## src/rtl/cache_pkg.sv

```systemverilog
// Shared constants and state encoding for the cache-line to memory-burst adaptor.
// The adaptor's parameters default to these values so the cache and memory sides agree on geometry.
package cache_pkg;

    localparam int LINE_W   = 256;
    localparam int BURST_W  = 64;
    localparam int ADDR_W   = 32;
    localparam int BURSTS   = LINE_W / BURST_W;
    localparam int OFFSET_W = $clog2(LINE_W / 8);

    typedef enum logic [1:0] {
        IDLE,
        RD_BURST,
        WR_BURST,
        DONE
    } adaptor_state_t;

endpackage : cache_pkg

```

## src/rtl/cacheline_burst_adaptor.sv

```systemverilog
// Converts single full-line cache reads/writes into BURSTS memory beats of BURST_W bits each,
// answering the cache with a one-cycle resp_o once the whole line has moved.
module cacheline_burst_adaptor #(
    parameter int LINE_W  = cache_pkg::LINE_W,
    parameter int BURST_W = cache_pkg::BURST_W,
    parameter int ADDR_W  = cache_pkg::ADDR_W
) (
    input  logic               clk,
    input  logic               rst,
    input  logic [LINE_W-1:0]  line_i,
    output logic [LINE_W-1:0]  line_o,
    input  logic [ADDR_W-1:0]  address_i,
    input  logic               read_i,
    input  logic               write_i,
    output logic               resp_o,
    input  logic [BURST_W-1:0] burst_i,
    output logic [BURST_W-1:0] burst_o,
    output logic [ADDR_W-1:0]  address_o,
    output logic               read_o,
    output logic               write_o,
    input  logic               resp_i
);

    import cache_pkg::*;

    localparam int BEATS = LINE_W / BURST_W;
    localparam int CNT_W = (BEATS > 1) ? $clog2(BEATS) : 1;
    localparam logic [ADDR_W-1:0] OFS_MASK = ADDR_W'(LINE_W / 8 - 1);

    adaptor_state_t     r_state;
    adaptor_state_t     w_state_next;
    logic [CNT_W-1:0]   r_cnt;
    logic [LINE_W-1:0]  r_buf;
    logic [LINE_W-1:0]  r_line;
    logic [ADDR_W-1:0]  r_addr;
    logic [LINE_W-1:0]  w_buf_fill;
    logic               w_last;
    logic               w_busy;
    logic               w_latch_wr;
    logic               w_latch_rd;

    assign w_busy    = (r_state == RD_BURST) || (r_state == WR_BURST);
    assign w_last    = resp_i && (r_cnt == CNT_W'(BEATS - 1));
    assign address_o = r_addr;
    assign line_o    = r_line;

    // Shared buffer with the current beat slotted in; used for read assembly.
    always_comb begin
        w_buf_fill = r_buf;
        w_buf_fill[int'(r_cnt)*BURST_W +: BURST_W] = burst_i;
    end

    always_ff @(posedge clk or posedge rst) begin
        if (rst) begin
            r_state <= IDLE;
        end else begin
            r_state <= w_state_next;
        end
    end

    always_comb begin
        w_state_next = r_state;
        read_o       = 1'b0;
        write_o      = 1'b0;
        resp_o       = 1'b0;
        burst_o      = '0;
        w_latch_wr   = 1'b0;
        w_latch_rd   = 1'b0;
        case (r_state)
            IDLE: begin
                if (write_i) begin
                    w_latch_wr   = 1'b1;
                    w_state_next = WR_BURST;
                end else if (read_i) begin
                    w_latch_rd   = 1'b1;
                    w_state_next = RD_BURST;
                end
            end
            RD_BURST: begin
                read_o = 1'b1;
                if (w_last) begin
                    w_state_next = DONE;
                end
            end
            WR_BURST: begin
                write_o = 1'b1;
                burst_o = r_buf[int'(r_cnt)*BURST_W +: BURST_W];
                if (w_last) begin
                    w_state_next = DONE;
                end
            end
            DONE: begin
                resp_o       = 1'b1;
                w_state_next = IDLE;
            end
            default: begin
                w_state_next = IDLE;
            end
        endcase
    end

    // line_o is a separate holding register so it only changes when a read completes,
    // even though the shared buffer is reused to hold write-back data.
    always_ff @(posedge clk or posedge rst) begin
        if (rst) begin
            r_cnt  <= '0;
            r_buf  <= '0;
            r_line <= '0;
            r_addr <= '0;
        end else begin
            if (w_latch_wr) begin
                r_buf  <= line_i;
                r_addr <= address_i & ~OFS_MASK;
            end else if (w_latch_rd) begin
                r_addr <= address_i & ~OFS_MASK;
            end

            if (w_busy && resp_i) begin
                r_cnt <= w_last ? '0 : r_cnt + 1'b1;
                if (r_state == RD_BURST) begin
                    r_buf <= w_buf_fill;
                    if (w_last) begin
                        r_line <= w_buf_fill;
                    end
                end
            end
        end
    end

endmodule : cacheline_burst_adaptor

```

## config.mk

```make
export PLATFORM = sky130hd
export DESIGN_NAME = cacheline_burst_adaptor
export DESIGN_NICKNAME = d
export VERILOG_FILES = /design/src/rtl/cache_pkg.sv /design/src/rtl/cacheline_burst_adaptor.sv
export SDC_FILE = /design/constraint.sdc
export NUM_CORES = 1
export LEC_CHECK = 0
export ABC_AREA = 1
export CAP_MARGIN = 40
export CORE_UTILIZATION = 35
export DETAILED_ROUTE_END_ITERATION = 10
export PLACE_DENSITY_LB_ADDON = 0.3
export REMOVE_ABC_BUFFERS = 1
export SLEW_MARGIN = 20
export SYNTH_ARGS = -nofsm -noshare
export SYNTH_HDL_FRONTEND = slang
export SYNTH_SLANG_ARGS = --single-unit
```

## constraint.sdc

```tcl
create_clock -name clk -period 28.4 [get_ports clk]
set_input_delay 7.1 -clock clk [delete_from_list [all_inputs] [get_ports clk]]
set_output_delay 7.1 -clock clk [all_outputs]
set_load 0.02 [all_outputs]
```

==> metrics <==
Distinct cells, synth=24; min cycle time layout=~11 ns; vias in the first global route=30800; GRT Total Usage=between 20% and 30%; Reg2Reg Setup Slack=around 23 ns; Post-DRT Antenna Nets=0; setup TNS=0 ns; Core Region=85500 um^2; crit path max fanout=71; Worst-Margin Slew=1.02 ns; total CTS buffers=between 60 and 70; worst skew pair latency=a little over 0.6 ns; wire per inst=roughly 20 um; DRT iter0 DRCs=2873; Final Instance Count excl. Fillers=6233; die width=297 um; YS warnings=0; Resized cells post-CTS=0; CP Capture Type=output port; vias post-DR=approximately 32000; total of max-cap violations=0; Post-Place Setup Slack=17.18 ns; Final Cycle Share=around 40%; final wirelength=~120 mm; Row Count=approximately 110; Initial Utilization=35.5%; Worst EP arrival=slightly above 4 ns; Num Clock Sinks=about 540; Chip Height=slightly below 300 um; Max clock buf depth=3; Worst Skew=0.0329 ns; Final nets=between 5000 and 6000; DP Area=roughly 38000 um^2; # placed instances=a little over 6000; Worst EP required=approximately 21 ns; synthesized area=30400 um^2; post-synthesis register bit count=around 540; Final Slew Violations=0; cts hold-fix bufs=0; clk slew on worst S/H paths=0.06 ns; synthesized area per cell=approximately 6.8 um^2; HP Class=flop to flop; clock root cell=clkbuf_16; PwrDens=119 nW/um^2; Hold Vio Cnt, Final=0; CTS tree=yes; unrepaired setup endpoints after global routing=false; final worst setup slack=between 15 and 20 ns; Seq/Total Area, Yosys=about 45%; worst path cell trace=buf_4 -> buf_4 -> buf_16 -> nor2_1 -> nor2_1 -> o21ai_0 -> a21oi_1 -> clkdlybuf4s50_1; Synth-to-Final Area Change=34.0%; Max stage delay on crit path=between 0.8 and 0.9 ns; I/O Buffers=approximately 700; detailed-route vias per instance=about 5; largest net degree at the start of global routing=189; Post-route DRC=0; detailed placer's ending HPWL=78.7 mm; initial antenna violation count=22; H-tree levels=3; share of cells above drive strength 1=under 10%; die area=roughly 88000 um^2; Cells after Synth=4483; post-route design area=40700 um^2; Fmax=approximately 90 MHz; VDD IR-drop max=around 65 uV; endpoints failing setup=0; Critical-path top delay cell=dfrtp_4; first-pass GRT wire length=188 mm; Leakage=20.8 nW; postcts setup bufs=0; CP Launch Type=flop; Max-slew headroom=between 30% and 40%; total global routing overflow=0; status=finished, final reports clean; IO Pins=between 700 and 800; WHS=between 0.4 and 0.5 ns; DR pass1 iterations=8; RePlAce Congestion=between 0.8 and 0.9; critical setup path kind=flop to output port
==> stage by stage <==
step                util [%]  total power, mW
floorplan                  -             2.89
global placement        44.3             3.85
detailed placement      44.8             3.94
CTS                     47.4             4.85
global route            47.6             5.19
finish                  47.6             4.85
==> final cells by class <==
| type | count | area, um^2 |
|---|---|---|
| Antenna cell | 16 | 40.0 |
| Clock buffer | 94 | 1960 |
| Clock inverter | 27 | 335 |
| Fill cell | 8592 | 44800 |
| Inverter | 416 | 1590 |
| Multi-Input combinational cell | 3229 | 13900 |
| Sequential cell | 543 | 13600 |
| Tap cell | 1144 | 1430 |
| Timing Repair Buffer | 764 | 7850 |
==> report_power, final <==
part	leakage, nW	internal [mW]	switching, mW
clock	1.13	0.524	0.368
combinational	12.8	0.931	1.68
sequential	6.81	1.12	0.232
==> layer usage <==
| metal | part of all wire (%) | vias up | track usage (%) |
|---|---|---|---|
| li1 | - | 15000 | - |
| met1 | 40 | 15100 | 35.5 |
| met2 | 46 | 1605 | 44.1 |
| met3 | 8.8 | 350 | 5.69 |
| met4 | 4.4 | 18 | 13.2 |
| met5 | 0.099 | - | 0 |
==> cells by family after synthesis <==
| group | count (synthesis) | share of synthesized area [%] |
|---|---|---|
| adder cells (fa/ha/maj) | 10 | 0.412 |
| AND/OR/NAND/NOR | 2792 | 36.8 |
| other | 1 | 0.0123 |
| buffers and inverters | 715 | 9.80 |
| flip-flops | 543 | 44.7 |
| AO/OA/AOI/OAI | 422 | 8.31 |
==> cell usage in the layout, fill, tap and decap left out, types with 41 or more instances in the layout <==
| cell | n |
|---|---|
| inv_1 | 405 |
| o21ai_0 | 184 |
| clkbuf_16 | 67 |
| o211ai_1 | 162 |
| a21oi_1 | 66 |
| clkdlybuf4s50_1 | 701 |
| dfrtp_1 | 541 |
| buf_4 | 41 |
| nand3_1 | 403 |
| nand2_1 | 2072 |
| nor2_1 | 262 |
==> flip-flops by register name (all words and copies together), names as in the netlist <==
name / flops
r_buf: 256
line_o: 256
address_o: 27
r_state: 2
r_cnt: 2
==> synthesized netlist by cell type (all sizes together) <==
cell type | instances | area [um^2]
o21ai | 186 | 931
or2 | 12 | 75.1
clkbuf | 115 | 432
nand3b | 34 | 255
conb | 1 | 3.75
o22ai | 8 | 50.1
o211ai | 162 | 1220
nand3 | 403 | 2020
nor2 | 268 | 1040
ha | 10 | 125
clkinv | 1 | 3.75
buf | 184 | 987
a21oi | 66 | 330
dfrtp | 543 | 13600
inv | 415 | 1560
nand2 | 2075 | 7790
==> final timing paths <==
kind | start | endpoint | cells after the start
max in group asynchronous | rst | r_buf[174] | 8
worst min register to register | line_o[63] | line_o[63] | 2
worst max register to register | r_cnt[0] | line_o[228] | 12
min in group asynchronous | rst | line_o[5] | 2
worst max-delay path | r_cnt[0] | burst_o[63] | 8
worst min-delay path | line_o[63] | line_o[63] | 2
==> worst max-delay path, delay by kind of cell (launching register included) <==
| family | cells | cell delay, ns |
|---|---|---|
| compound gates | 2 | 0.27 |
| buf+inv | 4 | 2.04 |
| simple gates | 2 | 0.18 |
| flops | 1 | 0.89 |
(Power assumes the default switching activity.)
